**config.mk**
```make
export PLATFORM = sky130hd
export DESIGN_NAME = vout_line_encoder_flat
export DESIGN_NICKNAME = d
export VERILOG_FILES = /design/src/rtl/vout_pkg.sv /design/src/rtl/vout_line_encoder_if.sv /design/src/rtl/vout_timing.sv /design/src/rtl/vout_line_encoder.sv /design/src/flat_wrapper.sv
export SDC_FILE = /design/constraint.sdc
export NUM_CORES = 1
export LEC_CHECK = 0
export CORE_UTILIZATION = 50
export DETAILED_ROUTE_END_ITERATION = 12
export PLACE_DENSITY = 0.86
export RECOVER_POWER = 50
export SLEW_MARGIN = 20
export SYNTH_ARGS = -nofsm -noshare
export SYNTH_HDL_FRONTEND = slang
export SYNTH_SLANG_ARGS = --single-unit
```
**constraint.sdc**
```tcl
create_clock -name i_clk -period 3.4 [get_ports i_clk]
set_input_delay 0.51 -clock i_clk [delete_from_list [all_inputs] [get_ports i_clk]]
set_output_delay 0.51 -clock i_clk [all_outputs]
set_load 0.02 [all_outputs]
```
**src/rtl/vout_pkg.sv**
```systemverilog
// Shared types and defaults for the NTSC video output line encoder.
// Holds the FSM state enum, default timing/level constants, the line
// alignment preamble and the nibble-to-luminance helper.
package vout_pkg;

  typedef enum logic {WAIT_FILL = 1'b0, RUN = 1'b1} state_e;

  localparam int unsigned DefHTotal     = 400;
  localparam int unsigned DefHSync      = 30;
  localparam int unsigned DefHActStart  = 60;
  localparam int unsigned DefHActLen    = 320;
  localparam int unsigned DefVTotal     = 262;
  localparam int unsigned DefVSyncLines = 3;
  localparam int unsigned DefVActStart  = 20;
  localparam int unsigned DefVActLen    = 240;
  localparam int unsigned DefPrefill    = 256;
  localparam int unsigned DefLevelBlack = 16;
  localparam int unsigned DefLevelStep  = 15;

  localparam int unsigned FifoDataW = 4;
  localparam int unsigned FifoUsedW = 9;

  // Alignment preamble at the start of every active line: codes F,0,F,0.
  // Nibble i of the preamble lives in bits [4*i +: 4].
  localparam int unsigned PreLen      = 4;
  localparam logic [15:0] PreambleNibs = 16'h0F0F;

  // Luminance for a 4-bit code, wrapping in 8 bits.
  function automatic logic [7:0] nib_level(input logic [3:0] code, input int unsigned black,
                                           input int unsigned step);
    return 8'(black) + 8'(code) * 8'(step);
  endfunction

endpackage

```
**src/rtl/vout_line_encoder_if.sv**
```systemverilog
// Read side of the video output FIFO (normal mode: q valid one clock after rdreq).
//   fifor_data        FIFO q
//   fifor_empty       read-side empty
//   fifor_used_words  read-side fill level
//   fifor_acknowledge rdreq
// master: the consumer (encoder); slave: the FIFO.
interface vout_line_encoder_if;
  import vout_pkg::*;

  logic [FifoDataW-1:0] fifor_data;
  logic                 fifor_empty;
  logic [FifoUsedW-1:0] fifor_used_words;
  logic                 fifor_acknowledge;

  modport master (
    input  fifor_data,
    input  fifor_empty,
    input  fifor_used_words,
    output fifor_acknowledge
  );

  modport slave (
    output fifor_data,
    output fifor_empty,
    output fifor_used_words,
    input  fifor_acknowledge
  );

endinterface

```
**src/rtl/vout_timing.sv**
```systemverilog
// Horizontal/vertical raster counters and position decode.
//   i_clk, i_rst_n   pixel clock, synchronous active-low reset
//   o_sync           composite sync for the current position (active-low)
//   o_pre            position is in the line preamble of an active line
//   o_pre_idx        preamble nibble index 0..3
//   o_data           position is a data pixel
//   o_field_start    h==0, v==0
//   o_field_end      last clock of the field
module vout_timing
  import vout_pkg::*;
#(
  parameter int unsigned H_TOTAL      = DefHTotal,
  parameter int unsigned H_SYNC       = DefHSync,
  parameter int unsigned H_ACT_START  = DefHActStart,
  parameter int unsigned H_ACT_LEN    = DefHActLen,
  parameter int unsigned V_TOTAL      = DefVTotal,
  parameter int unsigned V_SYNC_LINES = DefVSyncLines,
  parameter int unsigned V_ACT_START  = DefVActStart,
  parameter int unsigned V_ACT_LEN    = DefVActLen
) (
  input  logic       i_clk,
  input  logic       i_rst_n,
  output logic       o_sync,
  output logic       o_pre,
  output logic [1:0] o_pre_idx,
  output logic       o_data,
  output logic       o_field_start,
  output logic       o_field_end
);

  localparam int unsigned HW = $clog2(H_TOTAL);
  localparam int unsigned VW = $clog2(V_TOTAL);

  logic [HW-1:0] r_h;
  logic [VW-1:0] r_v;
  logic          w_h_last, w_v_last, w_v_act, w_h_act, w_h_pre;

  assign w_h_last = (r_h == HW'(H_TOTAL - 1));
  assign w_v_last = (r_v == VW'(V_TOTAL - 1));

  always_ff @(posedge i_clk) begin
    if (!i_rst_n) begin
      r_h <= '0;
      r_v <= '0;
    end else if (w_h_last) begin
      r_h <= '0;
      r_v <= w_v_last ? '0 : r_v + VW'(1);
    end else begin
      r_h <= r_h + HW'(1);
    end
  end

  // Broad-sync lines hold sync low for all but the last H_SYNC clocks.
  assign o_sync = (r_v < VW'(V_SYNC_LINES)) ? (r_h >= HW'(H_TOTAL - H_SYNC))
                                             : (r_h >= HW'(H_SYNC));

  assign w_v_act = (r_v >= VW'(V_ACT_START)) && (r_v < VW'(V_ACT_START + V_ACT_LEN));
  assign w_h_act = (r_h >= HW'(H_ACT_START)) && (r_h < HW'(H_ACT_START + H_ACT_LEN));
  assign w_h_pre = (r_h < HW'(H_ACT_START + PreLen));

  assign o_pre         = w_v_act && w_h_act && w_h_pre;
  assign o_data        = w_v_act && w_h_act && !w_h_pre;
  assign o_pre_idx     = 2'(r_h - HW'(H_ACT_START));
  assign o_field_start = (r_h == '0) && (r_v == '0);
  assign o_field_end   = w_h_last && w_v_last;

endmodule

```
**src/rtl/vout_line_encoder.sv**
```systemverilog
// Pixel-clock stage between the video output FIFO and the DAC / composite sync.
// Arms a field only when the FIFO holds PREFILL nibbles at field start, reads
// one nibble per data pixel, and blanks the rest of the field on underrun.
//   i_clk, i_rst_n    pixel clock, synchronous active-low reset
//   io_fifo           FIFO read port (master side)
//   o_video_out       8-bit DAC level, 2 clocks after the raster position
//   o_sync            composite sync (active-low), same 2-clock alignment
//   o_field_active    current field is armed
//   o_underrun        sticky mid-field underrun flag
module vout_line_encoder
  import vout_pkg::*;
#(
  parameter int unsigned H_TOTAL      = DefHTotal,
  parameter int unsigned H_SYNC       = DefHSync,
  parameter int unsigned H_ACT_START  = DefHActStart,
  parameter int unsigned H_ACT_LEN    = DefHActLen,
  parameter int unsigned V_TOTAL      = DefVTotal,
  parameter int unsigned V_SYNC_LINES = DefVSyncLines,
  parameter int unsigned V_ACT_START  = DefVActStart,
  parameter int unsigned V_ACT_LEN    = DefVActLen,
  parameter int unsigned PREFILL      = DefPrefill,
  parameter int unsigned LEVEL_BLACK  = DefLevelBlack,
  parameter int unsigned LEVEL_STEP   = DefLevelStep
) (
  input  logic                       i_clk,
  input  logic                       i_rst_n,
  vout_line_encoder_if.master        io_fifo,
  output logic [7:0]                 o_video_out,
  output logic                       o_sync,
  output logic                       o_field_active,
  output logic                       o_underrun
);

  logic       w_sync, w_pre, w_data, w_field_start, w_field_end;
  logic [1:0] w_pre_idx;
  logic       w_run, w_ack, w_urun, w_arm;

  state_e     r_state;
  logic       r_underrun;
  // Stage 1: position info aligned with the FIFO q becoming valid.
  logic       r1_sync, r1_ack, r1_pre_on;
  logic [3:0] r1_pre_code;
  // Stage 2: output registers.
  logic [7:0] r_video;
  logic       r_sync;

  vout_timing #(
    .H_TOTAL      (H_TOTAL),
    .H_SYNC       (H_SYNC),
    .H_ACT_START  (H_ACT_START),
    .H_ACT_LEN    (H_ACT_LEN),
    .V_TOTAL      (V_TOTAL),
    .V_SYNC_LINES (V_SYNC_LINES),
    .V_ACT_START  (V_ACT_START),
    .V_ACT_LEN    (V_ACT_LEN)
  ) u_timing (
    .i_clk         (i_clk),
    .i_rst_n       (i_rst_n),
    .o_sync        (w_sync),
    .o_pre         (w_pre),
    .o_pre_idx     (w_pre_idx),
    .o_data        (w_data),
    .o_field_start (w_field_start),
    .o_field_end   (w_field_end)
  );

  assign w_run  = (r_state == RUN);
  assign w_ack  = w_run && w_data && !io_fifo.fifor_empty;
  assign w_urun = w_run && w_data && io_fifo.fifor_empty;
  assign w_arm  = w_field_start && (io_fifo.fifor_used_words >= FifoUsedW'(PREFILL));

  assign io_fifo.fifor_acknowledge = w_ack;

  // Field FSM and sticky underrun. Leaving RUN on underrun blanks the rest of
  // the field because no further acks or preamble levels are produced.
  always_ff @(posedge i_clk) begin
    if (!i_rst_n) begin
      r_state    <= WAIT_FILL;
      r_underrun <= 1'b0;
    end else begin
      unique case (r_state)
        WAIT_FILL: if (w_arm) r_state <= RUN;
        RUN:       if (w_field_end || w_urun) r_state <= WAIT_FILL;
      endcase
      if (w_urun) r_underrun <= 1'b1;
    end
  end

  // Two-stage alignment: ack at t, FIFO q at t+1, DAC level at t+2.
  always_ff @(posedge i_clk) begin
    if (!i_rst_n) begin
      r1_sync     <= 1'b1;
      r1_ack      <= 1'b0;
      r1_pre_on   <= 1'b0;
      r1_pre_code <= '0;
      r_video     <= 8'(LEVEL_BLACK);
      r_sync      <= 1'b1;
    end else begin
      r1_sync     <= w_sync;
      r1_ack      <= w_ack;
      r1_pre_on   <= w_run && w_pre;
      r1_pre_code <= PreambleNibs[{w_pre_idx, 2'b00} +: 4];
      if (r1_ack) begin
        r_video <= nib_level(io_fifo.fifor_data, LEVEL_BLACK, LEVEL_STEP);
      end else if (r1_pre_on) begin
        r_video <= nib_level(r1_pre_code, LEVEL_BLACK, LEVEL_STEP);
      end else begin
        r_video <= 8'(LEVEL_BLACK);
      end
      r_sync <= r1_sync;
    end
  end

  assign o_video_out    = r_video;
  assign o_sync         = r_sync;
  assign o_field_active = w_run;
  assign o_underrun     = r_underrun;

endmodule

```
**src/flat_wrapper.sv**
```systemverilog
// flat-port wrapper written by rule: the top's interface ports become plain ports
module vout_line_encoder_flat import vout_pkg::*;
#(
  parameter int unsigned H_TOTAL      = DefHTotal,
  parameter int unsigned H_SYNC       = DefHSync,
  parameter int unsigned H_ACT_START  = DefHActStart,
  parameter int unsigned H_ACT_LEN    = DefHActLen,
  parameter int unsigned V_TOTAL      = DefVTotal,
  parameter int unsigned V_SYNC_LINES = DefVSyncLines,
  parameter int unsigned V_ACT_START  = DefVActStart,
  parameter int unsigned V_ACT_LEN    = DefVActLen,
  parameter int unsigned PREFILL      = DefPrefill,
  parameter int unsigned LEVEL_BLACK  = DefLevelBlack,
  parameter int unsigned LEVEL_STEP   = DefLevelStep
)
  (i_clk, i_rst_n, o_video_out, o_sync, o_field_active, o_underrun, io_fifo_fifor_data, io_fifo_fifor_empty, io_fifo_fifor_used_words, io_fifo_fifor_acknowledge);
  vout_line_encoder_if io_fifo_i ();
  input  logic i_clk;
  input  logic i_rst_n;
  output logic [7:0] o_video_out;
  output logic o_sync;
  output logic o_field_active;
  output logic o_underrun;
  input wire logic [$bits(io_fifo_i.fifor_data)-1:0] io_fifo_fifor_data;
  input wire logic [$bits(io_fifo_i.fifor_empty)-1:0] io_fifo_fifor_empty;
  input wire logic [$bits(io_fifo_i.fifor_used_words)-1:0] io_fifo_fifor_used_words;
  output wire logic [$bits(io_fifo_i.fifor_acknowledge)-1:0] io_fifo_fifor_acknowledge;
  assign io_fifo_i.fifor_data = io_fifo_fifor_data;
  assign io_fifo_i.fifor_empty = io_fifo_fifor_empty;
  assign io_fifo_i.fifor_used_words = io_fifo_fifor_used_words;
  assign io_fifo_fifor_acknowledge = io_fifo_i.fifor_acknowledge;
  vout_line_encoder #(.H_TOTAL(H_TOTAL), .H_SYNC(H_SYNC), .H_ACT_START(H_ACT_START), .H_ACT_LEN(H_ACT_LEN), .V_TOTAL(V_TOTAL), .V_SYNC_LINES(V_SYNC_LINES), .V_ACT_START(V_ACT_START), .V_ACT_LEN(V_ACT_LEN), .PREFILL(PREFILL), .LEVEL_BLACK(LEVEL_BLACK), .LEVEL_STEP(LEVEL_STEP)) u_core (.i_clk(i_clk), .i_rst_n(i_rst_n), .io_fifo(io_fifo_i), .o_video_out(o_video_out), .o_sync(o_sync), .o_field_active(o_field_active), .o_underrun(o_underrun));
endmodule
```
; ---- Word-level counts from Yosys, hierarchy flattened
; Index checks and enable logic that the tools add are counted.
[word_totals]
reg_bits = 36
latch_bits = 0
ram_bits = 0
mem_bits_ro = 0
input_bits = 16
output_inout_bits = 12
wordCells = 56
memories = 0
[classes]
n_addsub = 5
n_mul = 2
n_div = 0
magnitude_cmp = 9
eq_ne = 2
shifts = 1
mux = 7
bitwise = 2
reduce_logical = 18
[op_table]
columns = cell, count
row1 = "adder 9 x 1 -> 9 bit, second input constant", 2
row2 = "== test 9 bit, second input constant", 2
row3 = ">= comparator 9 x 5 -> 1 bit, second input constant", 2
row4 = ">= comparator 9 bit, second input constant", 2
row5 = logical NOT 9 bit, 2
row6 = "< comparator 9 bit, second input constant", 2
row7 = "adder 5 x 8 -> 8 bit, first input constant", 2
row8 = "multiplier 4 x 4 -> 8 bit, second input constant", 2
row9 = two-way mux 8 bit, 2
row10 = "indexed part select 16 x 5 -> 4 bit, first input constant", 1
row11 = logical AND 1 bit, 12
row12 = ">= comparator 9 x 6 -> 1 bit, second input constant", 1
row13 = "< comparator 9 x 2 -> 1 bit, second input constant", 1
row14 = "< comparator 9 x 7 -> 1 bit, second input constant", 1
row15 = two-way mux 9 bit, 1
row16 = two-way mux 1 bit, 3
row17 = logical NOT 1 bit, 2
row18 = inverter 1 bit, 2
row19 = one-hot mux 1 bit (2 select lines), 1
row20 = OR reduction 2 bit, 1
row21 = "subtractor 2 x 1 -> 2 bit, second input constant", 1
row22 = logical OR 1 bit, 1

; ---- Longest topological paths before layout
; Gate-level depths: netlist of run 1.
[logic_depth]
word_depth = 9
mapped_depth = 11
ltp_nobuf = 11

; ---- Hierarchy
; A second synthesis of run 1 with hierarchy kept.
[unflattened]
hier_cells = 214
hier_area_um2 = 1913.1
[by_module_without_submodules]
columns = mod, n_inst, cells_per_inst, area_per_inst_um2, seq_area_each_um2
row1 = vout_timing, 1, 136, 1106.1, 360.3
row2 = vout_line_encoder, 1, 78, 807.0, 300.3

; ---- Worst setup path after synthesis of run 1
; OpenSTA, ideal clock, no wires.
[synth_path]
kind = input port to flip-flop
from = input io_fifo_fifor_data[0]
to = register u_core.r_video[7] (netlist: u_core.o_video_out[7])
setup_time_ps = 87
t_arrival_ps = 2875
required_time_ps = 3313
slack_ps = 438
path_stages = 11
n_path_buf = 0
cell_sequence = fa_1 fa_1 ha_1 ha_1 inv_1 fa_1 inv_1 a21o_1 a21oi_1 xnor2_1 a211oi_1
[synth_via]
elab_chain_cells = 3
[synth_lines]
columns = element, line
row1 = start: declaration, flat_wrapper.sv:24  ; input wire logic [$bits(io_fifo_i.fifor_data)-1:0] io_fifo_fifor_data;
row2 = multiplier 4 x 4 -> 8 bit, vout_pkg.sv:31  ; return 8'(black) + 8'(code) * 8'(step);
row3 = adder 5 x 8 -> 8 bit, vout_pkg.sv:31
row4 = two-way mux 8 bit, vout_line_encoder.sv:103  ; if (r1_ack) begin
row5 = end signal: assignment, vout_line_encoder.sv:104  ; r_video <= nib_level(io_fifo.fifor_data, LEVEL_BLACK, LEVEL_STEP);
row6 = end signal: assignment, vout_line_encoder.sv:106  ; r_video <= nib_level(r1_pre_code, LEVEL_BLACK, LEVEL_STEP);
row7 = end signal: assignment, vout_line_encoder.sv:108  ; r_video <= 8'(LEVEL_BLACK);
row8 = end: declaration, vout_line_encoder.sv:44  ; logic [7:0] r_video;
; Every way passes these cells.
; A chain may end at the register's enable or synchronous reset.

; ---- Worst setup path after layout of run 1
[layout_path]
from = input io_fifo_fifor_data[2]
to = register u_core.r_video[7] (netlist: u_core.o_video_out[7])
; The elaborated chain is that of the path after synthesis.

==> flow_metrics.py, run 1 <==
metrics = {
    "status": {
        "status": "complete, no violations",
    },
    "routing": {
        "vias": 1486,
        "drt-total-wl_mm": 3.51,
        "viasPerCell": 5.18,
        "wl_per_cell_microns": 12.2,
        "dr.pass1.iters": 4,
        "drcViolationCount": 0,
        "ant_nets": 0,
        "dr.first_iter.drc_count": 84,
    },
    "layout": {
        "fin_area_sq_um": 2300,
        "seq_area_sq_um": 661,
        "drive_gt1_share_pct": 9.21,
        "areaGrowthSynthToFinish_pct": 18.1,
        "finalNetCount": 281,
        "multi_input_area_sq_um": 1170,
        "fillers": 313,
        "final_cell_mix": "dfxtp_1, nor2_1, ha_1",
        "final_util_pct": 62.2,
        "antenna_cells": 0,
        "layout_commonest_cell": "dfxtp_1",
    },
    "floorplanning": {
        "start_util_pct": 52.7,
        "die_area_sq_um": 4140,
        "die_h_microns": 64.4,
        "die-width_microns": 64.4,
        "rows": 22,
        "core-area_sq_um": 3690,
        "io_pins": 28,
    },
    "setup_path": {
        "crit_family": "adder cells",
        "startpoint_type": "input port",
        "path_common_cell": "fa_1",
        "end_kind": "register",
        "max_stage_delay_ns": 0.59,
        "worstPathArrival_ns": 3.42,
        "crit_chain": "clkdlybuf4s50_1, fa_1, fa_1, ha_1, ha_1, inv_1, fa_1, inv_1, a21o_1, a21oi_1, xnor2_1, a211oi_1",
        "path_max_fanout": 2,
        "crit_slowest_cell": "fa_1",
        "reg2reg_from": "u_core.u_timing.r_h[1]",
        "path_buf_inv": 3,
        "r2r-end": "u_core.u_timing.r_v[4]",
        "r2r_cells": 5,
        "critPathKind": "in2reg",
        "critical_path_required_ns": 3.60,
        "r2r_slack_ns": 1.45,
    },
    "power_and_ir_drop": {
        "vdd_drop_max_mv": 0.315,
        "p_leak_nw": 0.964,
        "pwr_density_cell_nw_per_um2": 396,
    },
    "sta": {
        "setup_slack_ns": 0.175,
        "finalSetupTns_ns": 0,
        "drv_slew": 0,
        "finalCritPeriodShare_pct": 94.8,
        "worst_slew_pin_slew_ns": 0.467,
        "timing_hold_violations_final": 0,
        "clock-skew-final_ns": 0.00437,
        "rsz0062_at_grt": "false",
        "relSlewSlack_pct": 68.7,
        "min_period_ns": 3.22,
        "finalSetupViolCount": 0,
        "fmax_mhz": 310,
    },
    "worst_hold_path": {
        "min_to": "u_core.o_sync",
        "min-delay-start": "u_core.r1_sync",
        "hp-class": "reg2reg",
        "holdPathStages": 1,
    },
    "clocking": {
        "clkSinkCount": 33,
        "tritoncts": "yes",
        "insertion_delay_ns": 0.28,
        "path_clk_slew_ns": 0.06,
        "clockRootBuffer": "clkbuf_8",
        "hold_buffers": 0,
        "post_cts_resized": 0,
        "cts_buffer_depth": 2,
        "numCtsBuffers": 5,
        "cts_setup_buffers": 0,
        "htreeDepth": 2,
    },
    "synthesis": {
        "synth_warnings": 0,
        "syn_nets": 257,
        "avgSynthCellArea_sq_um": 9.09,
        "ys_top_cells_by_area": "dfxtp_1, ha_1, nor2_1",
        "synthesis.area_sq_um": 1940,
        "ys_ff_latch": 33,
        "synth_cells": 214,
        "yosysTopAreaCell": "dfxtp_1",
        "synth_cell_type_count": 43,
        "synth_seq_area_share_pct": 34.0,
        "synth_top_area_share_pct": 34.0,
    },
    "grt": {
        "grt_pass1_vias": 1392,
        "gr-usage-all-layers_pct": 18.9,
        "antenna_found_initial": 0,
        "overflow": 0,
        "grt_pass1_wl_mm": 5.99,
        "grt_max_degree": 14,
    },
    "placed_design": {
        "hpwl_mm": 2.61,
        "place.gp.congestion": 0.813,
        "place_ws_ns": -0.173,
        "placed_area_sq_um": 2180,
        "io_buffers": 19,
    },
    "flow_run": {
        "cap_violations": 0,
    },
}
[cells in the mapped netlist]
cell type and instances:
nand2_2 2, or2b_1 1, a21o_1 2, nor4bb_1 1, o21a_1 1, inv_1 14, and2_1 1, and3_1 6
o21ai_1 1, buf_2 2, o21ai_2 1, or3_4 1, buf_4 2, or3_1 1, nand2_1 13, xnor2_1 10
nor3_1 7, or2_2 1, nand2b_1 1, nor4b_4 1, nor4_4 2, a211oi_1 1, mux2i_1 1, nor3_2 3
ha_1 23, and4_1 2, or4_1 1, dfxtp_1 33, clkbuf_1 2, o21ai_0 3, or2_1 1, and4b_1 1
a21oi_1 12, xor2_1 6, nand4_1 3, clkinv_1 1, o31ai_1 1, fa_1 4, nor2_1 30, nand3_1 11
a22oi_1 1, buf_6 2, a221oi_1 1
[power breakdown]
part,internal [mW],switching [mW]
sequential,0.394,0.00843
combinational,0.0692,0.0657
clock,0.239,0.133
[flip-flops by register name (all words and copies together) (netlist names)]
name	count
u_core.o_field_active	1
u_core.o_sync	1
u_core.o_underrun	1
u_core.o_video_out	8
u_core.r1_ack	1
u_core.r1_pre_code	1
u_core.r1_pre_on	1
u_core.r1_sync	1
u_core.u_timing.r_h	9
u_core.u_timing.r_v	9
[worst reg2reg max path, delay by kind of cell, from the launching register on]
kind | cells | cell delay [ns]
simple gates | 3 | 1.00
flops | 1 | 0.47
fa+ha+maj | 1 | 0.28
compound gates | 1 | 0.13
[cell families after synthesis]
| kind of cell | count (synthesis) | synth area share (%) |
|---|---|---|
| and+or+nand+nor | 90 | 26.3 |
| AOI/OAI and AO/OA | 24 | 7.34 |
| xor gates and xnor gates | 16 | 7.21 |
| muxes | 1 | 0.515 |
| DFF | 33 | 34.0 |
| buffers and inverters | 23 | 5.73 |
| adders and majority gates | 27 | 18.9 |
[layer usage]
| metal | share of wire [%] | up-vias | track usage [%] | wire, microns |
|---|---|---|---|---|
| met5 | 0 | - | 0 | 0 |
| met4 | 1.7 | 0 | 8.89 | 59 |
| met3 | 3.5 | 7 | 4.46 | 124 |
| met2 | 49 | 25 | 31.1 | 1720 |
| met1 | 46 | 686 | 22.9 | 1600 |
| li1 | - | 768 | - | - |
[worst max path at each step]
stage | from | depth (start not counted) | endpoint | slack [ns]
2_1_floorplan | io_fifo_fifor_data[0] | 11 | u_core.o_video_out[7] | 0.44
3_3_place_gp | io_fifo_fifor_data[0] | 12 | u_core.o_video_out[7] | -0.11
3_5_place_dp | io_fifo_fifor_data[0] | 12 | u_core.o_video_out[7] | -0.17
4_1_cts | io_fifo_fifor_data[0] | 12 | u_core.o_video_out[7] | 0.12
5_1_grt | io_fifo_fifor_data[2] | 12 | u_core.o_video_out[7] | 0.006
6_report | io_fifo_fifor_data[2] | 12 | u_core.o_video_out[7] | 0.18
[stage by stage]
stage               total power [mW]  hold WS, ns  std cells
floorplan                      0.495        0.386        214
global placement               0.538        0.387        278
detailed placement             0.545        0.402        278
CTS                            0.921        0.414        286
global route                   0.954        0.450        287
finish                         0.908        0.414        287
[final cells by class]
| cell class | instances | share of cell area [%] |
|---|---|---|
| clock buffers | 7 | 3.76 |
| clock inverters | 1 | 1.31 |
| inverters | 15 | 2.45 |
| flip-flops and latches | 33 | 28.8 |
| multi-input cells | 158 | 50.8 |
| well taps | 48 | 2.62 |
| repair buffers | 25 | 10.2 |
Note: power is estimated with default switching activity, not from simulation.
==> inputs of run 2 (changes only) <==
--- a/config.mk
+++ b/config.mk
@@ -5,6 +5,8 @@
 export SDC_FILE = /design/constraint.sdc
 export NUM_CORES = 1
 export LEC_CHECK = 0
+export CAP_MARGIN = 0
+export CORE_ASPECT_RATIO = 0.75
 export CORE_UTILIZATION = 50
 export DETAILED_ROUTE_END_ITERATION = 12
 export PLACE_DENSITY = 0.86
==> run 2 against run 1 <==
Against the previous run: power is 1.1% higher; via count is 0.27% higher; combinational power hardly changed; design area is 0.44% higher.
==> flow_metrics.py, run 2 (same netlist as run 1, synthesis figures left out) <==
metrics = {
    "placed_design": {
        "hpwl_mm": 2.85,
        "place_inst": 282,
        "place.gp.congestion": 0.839,
        "io_buffers": 19,
        "placed_area_sq_um": 2180,
    },
    "floorplanning": {
        "core-area_sq_um": 3680,
        "rows": 19,
        "die_area_sq_um": 4140,
        "die-width_microns": 74.0,
        "die_h_microns": 56.0,
        "io_pins": 28,
        "start_util_pct": 52.8,
    },
    "clocking": {
        "clockRootBuffer": "clkbuf_8",
        "path_clk_slew_ns": 0.06,
        "htreeDepth": 2,
        "clkSinkCount": 33,
        "insertion_delay_ns": 0.29,
        "cts_buffer_depth": 2,
        "numCtsBuffers": 5,
        "hold_buffers": 0,
        "tritoncts": "yes",
    },
    "setup_path": {
        "crit_chain": "clkdlybuf4s50_1, fa_1, fa_1, ha_1, ha_2, inv_1, fa_1, inv_1, a21o_1, a21oi_1, xnor2_1, a211oi_2",
        "path_buf_inv": 3,
        "end_kind": "register",
        "r2r_slack_ns": 1.41,
        "r2r_cells": 5,
        "reg2reg_from": "u_core.u_timing.r_h[1]",
        "path_max_fanout": 2,
        "path_common_cell": "fa_1",
        "cp.depth": 12,
        "crit_family": "adder cells",
        "r2r-end": "u_core.u_timing.r_v[4]",
        "crit_slowest_cell": "fa_1",
        "critPathKind": "in2reg",
        "cp-endpoint": "u_core.o_video_out[7]",
        "startpoint_type": "input port",
        "cp-startpoint": "io_fifo_fifor_data[1]",
        "worstPathArrival_ns": 3.44,
        "critical_path_required_ns": 3.60,
        "max_stage_delay_ns": 0.57,
    },
    "power_and_ir_drop": {
        "swShare_pct": 23.6,
        "power_switching_mw": 0.217,
        "pwr_density_cell_nw_per_um2": 398,
        "pwr-share-seq_pct": 43.8,
        "clkPwrFrac_pct": 41.2,
        "p_total_mw": 0.919,
        "p_int_mw": 0.702,
        "p_leak_nw": 0.974,
        "power_frac_comb_pct": 15.0,
        "vdd_drop_max_mv": 0.236,
    },
    "flow_run": {
        "cap_violations": 0,
    },
    "grt": {
        "grt_pass1_vias": 1379,
        "overflow": 0,
        "grt_max_degree": 14,
        "antenna_found_initial": 0,
        "gr-usage-all-layers_pct": 20.3,
        "grt_pass1_wl_mm": 6.31,
    },
    "layout": {
        "areaGrowthSynthToFinish_pct": 18.6,
        "antenna_cells": 0,
        "finalNetCount": 281,
        "layout.cells.non_filler": 291,
        "fin_area_sq_um": 2310,
        "seq_area_sq_um": 661,
        "layout_commonest_cell": "dfxtp_1",
        "drive_gt1_share_pct": 9.62,
        "multi_input_area_sq_um": 1170,
        "final_cell_mix": "dfxtp_1, nor2_1, ha_1",
        "fillers": 303,
        "final_util_pct": 62.6,
    },
    "routing": {
        "ant_nets": 0,
        "viasPerCell": 5.12,
        "met1_length_mm": 1.95,
        "dr.first_iter.drc_count": 97,
        "drt-total-wl_mm": 3.76,
        "wl_met2_mm": 1.61,
        "dr.pass1.iters": 4,
        "wl_per_cell_microns": 12.9,
        "vias": 1490,
        "wl_met3_microns": 138,
        "drcViolationCount": 0,
        "highest_layer": "met4",
    },
    "sta": {
        "finalSetupViolCount": 0,
        "relSlewSlack_pct": 69.0,
        "drv_slew": 0,
        "timing_hold_violations_final": 0,
        "fmax_mhz": 309,
        "finalSetupTns_ns": 0,
        "finalCritPeriodShare_pct": 95.2,
        "min_period_ns": 3.24,
        "worst_slew_pin_slew_ns": 0.464,
        "clock-skew-final_ns": 0.00754,
    },
    "status": {
        "status": "complete, no violations",
    },
    "worst_hold_path": {
        "hp-class": "reg2reg",
    },
}
## run 2: power groups by stage
stage	registers, mW	logic [mW]	clock network (mW)
3_5_place_dp	0.411	0.135	0
2_1_floorplan	0.411	0.0835	0
3_3_place_gp	0.411	0.127	0
5_1_grt	0.404	0.157	0.402
4_1_cts	0.402	0.136	0.387
6_report	0.403	0.137	0.379
## run 2: metal layers
layer | GRT usage (%) | vias to the layer above
met5 | 0 | -
met2 | 29.5 | 26
met4 | 9.07 | 0
li1 | - | 765
met1 | 28.2 | 692
met3 | 4.89 | 7
## run 2: worst register-to-register path, stage by stage (launching register included)
cell,delay [ns]
dfxtp_1,0.48
ha_1,0.29
and4_1,0.29
nand2_1,0.29
or3_1,0.44
a21oi_1,0.14
## run 2: how the worst min path moves through the flow
stage                   startpoint             to  slack (ns)  cells past startpoint
floorplan           u_core.r1_sync  u_core.o_sync        0.39                      1
global placement    u_core.r1_sync  u_core.o_sync        0.39                      1
CTS                 u_core.r1_sync  u_core.o_sync        0.41                      1
finish              u_core.r1_sync  u_core.o_sync        0.41                      1
detailed placement  u_core.r1_sync  u_core.o_sync        0.40                      1
global route        u_core.r1_sync  u_core.o_sync        0.42                      1
## run 2: metrics by stage
step | hold slack [ns] | worst slack (ns)
after CTS | 0.410 | 0.100
after detailed placement | 0.396 | -0.186
after floorplan | 0.386 | 0.438
final | 0.409 | 0.164
after global placement | 0.393 | -0.117
after global routing | 0.422 | -0.00418
## run 2: area by class of cell
| cell class | instances | share of cell area [%] |
|---|---|---|
| tap | 52 | 2.82 |
| clock inverter | 1 | 1.30 |
| clock buffer | 7 | 3.74 |
| multi-input combinational | 158 | 50.7 |
| inverter | 15 | 2.44 |
| sequential | 33 | 28.6 |
| timing repair buffer | 25 | 10.3 |
## run 2: repair_timing
item | in CTS | in global routing
setup endpoints to repair | 0 | 1
hold endpoints to repair | 0 | 0
buffers inserted | 0 | 1
resized for setup | 0 | 3
==> inputs of run 3 (changes only) <==
--- a/config.mk
+++ b/config.mk
@@ -8,6 +8,7 @@
 export CAP_MARGIN = 0
 export CORE_ASPECT_RATIO = 0.75
 export CORE_UTILIZATION = 50
+export CTS_BUF_LIST = sky130_fd_sc_hd__clkbuf_2 sky130_fd_sc_hd__clkbuf_4 sky130_fd_sc_hd__clkbuf_8
 export DETAILED_ROUTE_END_ITERATION = 12
 export PLACE_DENSITY = 0.86
 export RECOVER_POWER = 50
==> run 3 against run 2 <==
Against the previous run: final cell count unchanged; setup slack unchanged; critical path depth unchanged; core utilization increased by 0.10 points; clock skew about the same; worst hold slack unchanged; sequential power about the same; critical path type unchanged; global-route usage unchanged.
==> flow_metrics.py, run 3 (same netlist as run 1, synthesis figures left out) <==
metrics = {
    "status": {
        "status": "complete, no violations",
    },
    "grt": {
        "grt_pass1_wl_mm": 6.31,
        "grt_max_degree": 14,
        "antenna_found_initial": 0,
        "overflow": 0,
        "grt_pass1_vias": 1379,
        "gr-usage-all-layers_pct": 20.3,
    },
    "routing": {
        "wl_per_cell_microns": 12.9,
        "drcViolationCount": 0,
        "dr.pass1.iters": 4,
        "viasPerCell": 5.12,
        "dr.first_iter.drc_count": 97,
        "vias": 1490,
        "drt-total-wl_mm": 3.76,
        "ant_nets": 0,
    },
    "setup_path": {
        "critical_path_required_ns": 3.60,
        "worstPathArrival_ns": 3.44,
        "critPathKind": "in2reg",
        "end_kind": "register",
        "crit_chain": "clkdlybuf4s50_1, fa_1, fa_1, ha_1, ha_2, inv_1, fa_1, inv_1, a21o_1, a21oi_1, xnor2_1, a211oi_2",
        "startpoint_type": "input port",
        "crit_slowest_cell": "fa_1",
        "path_max_fanout": 2,
        "max_stage_delay_ns": 0.57,
        "path_common_cell": "fa_1",
        "r2r_slack_ns": 1.41,
    },
    "layout": {
        "antenna_cells": 0,
        "seq_area_sq_um": 661,
        "drive_gt1_share_pct": 10.0,
        "fillers": 304,
        "final_util_pct": 62.7,
        "finalNetCount": 281,
        "final_cell_mix": "dfxtp_1, nor2_1, ha_1",
        "multi_input_area_sq_um": 1170,
        "layout_commonest_cell": "dfxtp_1",
        "areaGrowthSynthToFinish_pct": 18.8,
    },
    "sta": {
        "whs_ns": 0.409,
        "setup_slack_ns": 0.164,
        "finalSetupViolCount": 0,
        "timing_hold_violations_final": 0,
        "min_period_ns": 3.24,
        "clock-skew-final_ns": 0.00754,
        "fmax_mhz": 309,
        "drv_slew": 0,
        "finalSetupTns_ns": 0,
        "worst_slew_pin_slew_ns": 0.464,
        "relSlewSlack_pct": 69.0,
        "finalCritPeriodShare_pct": 95.2,
    },
    "floorplanning": {
        "die_h_microns": 56.0,
        "io_pins": 28,
        "die_area_sq_um": 4140,
        "die-width_microns": 74.0,
        "core-area_sq_um": 3680,
        "start_util_pct": 52.8,
        "rows": 19,
    },
    "clocking": {
        "numCtsBuffers": 5,
        "path_clk_slew_ns": 0.06,
        "hold_buffers": 0,
        "tritoncts": "yes",
        "clockRootBuffer": "clkbuf_8",
        "insertion_delay_ns": 0.29,
        "cts_buffer_depth": 2,
        "htreeDepth": 2,
        "clkSinkCount": 33,
    },
    "power_and_ir_drop": {
        "p_leak_nw": 0.977,
        "clkPwrFrac_pct": 41.7,
        "swShare_pct": 23.4,
        "pwr_density_cell_nw_per_um2": 401,
        "power_frac_comb_pct": 14.8,
        "power_switching_mw": 0.217,
        "vdd_drop_max_mv": 0.237,
        "p_int_mw": 0.710,
        "pwr-share-seq_pct": 43.5,
    },
    "placed_design": {
        "place_ws_ns": -0.186,
        "io_buffers": 19,
        "hpwl_mm": 2.85,
        "place.gp.congestion": 0.839,
    },
    "flow_run": {
        "cap_violations": 0,
    },
    "worst_hold_path": {
        "hp-class": "reg2reg",
    },
}
run 3: cell counts in the layout (fill, tap and decap cells not counted):
Identical to the previous run, type by type.
run 3: cell type report:
cell class,instances,share of cell area (%)
Clock inverter,1,1.30
Clock buffer,7,3.90
Multi-Input combinational cell,158,50.6
Tap cell,52,2.82
Inverter,15,2.44
Timing Repair Buffer,25,10.3
Sequential cell,33,28.6
run 3: through the flow:
step / instance area [sq um] / total power, mW / cells
after floorplan: 1940 / 0.495 / 214
after global placement: 2180 / 0.538 / 282
after detailed placement: 2180 / 0.546 / 282
after CTS: 2300 / 0.933 / 290
after global routing: 2310 / 0.970 / 291
final: 2310 / 0.927 / 291
run 3: timing repair:
action / CTS / global route
setup buffers: 0 / 1
resized for setup: 0 / 3
setup endpoints to repair: 0 / 1
run 3: worst max-delay path: cells and delay by family:
| family | cells | cell delay [ns] |
|---|---|---|
| xor+xnor | 1 | 0.15 |
| compound gates | 3 | 0.36 |
| buf+inv | 3 | 0.58 |
| fa+ha+maj | 5 | 1.83 |
run 3: final timing paths:
check / startpoint / endpoint / cells after the start
worst max-delay path: io_fifo_fifor_data[1] / u_core.o_video_out[7] / 12
worst min-delay path: u_core.r1_sync / u_core.o_sync / 1
worst max register to register: u_core.u_timing.r_h[1] / u_core.u_timing.r_v[4] / 5
worst min register to register: u_core.r1_sync / u_core.o_sync / 1
run 3: power by group through the flow:
stage	clock network [mW]	logic [mW]	registers [mW]
finish	0.387	0.137	0.403
global route	0.410	0.157	0.404
CTS	0.395	0.136	0.402
detailed placement	0	0.135	0.411
global placement	0	0.127	0.411
floorplan	0	0.0835	0.411
run 3: metal layers:
layer	global-route usage, %	share of wire (%)	vias to the layer above
met3	4.89	3.7	7
li1	-	-	765
met2	29.5	43	26
met5	0	0	-
met1	28.2	52	692
met4	9.07	1.6	0
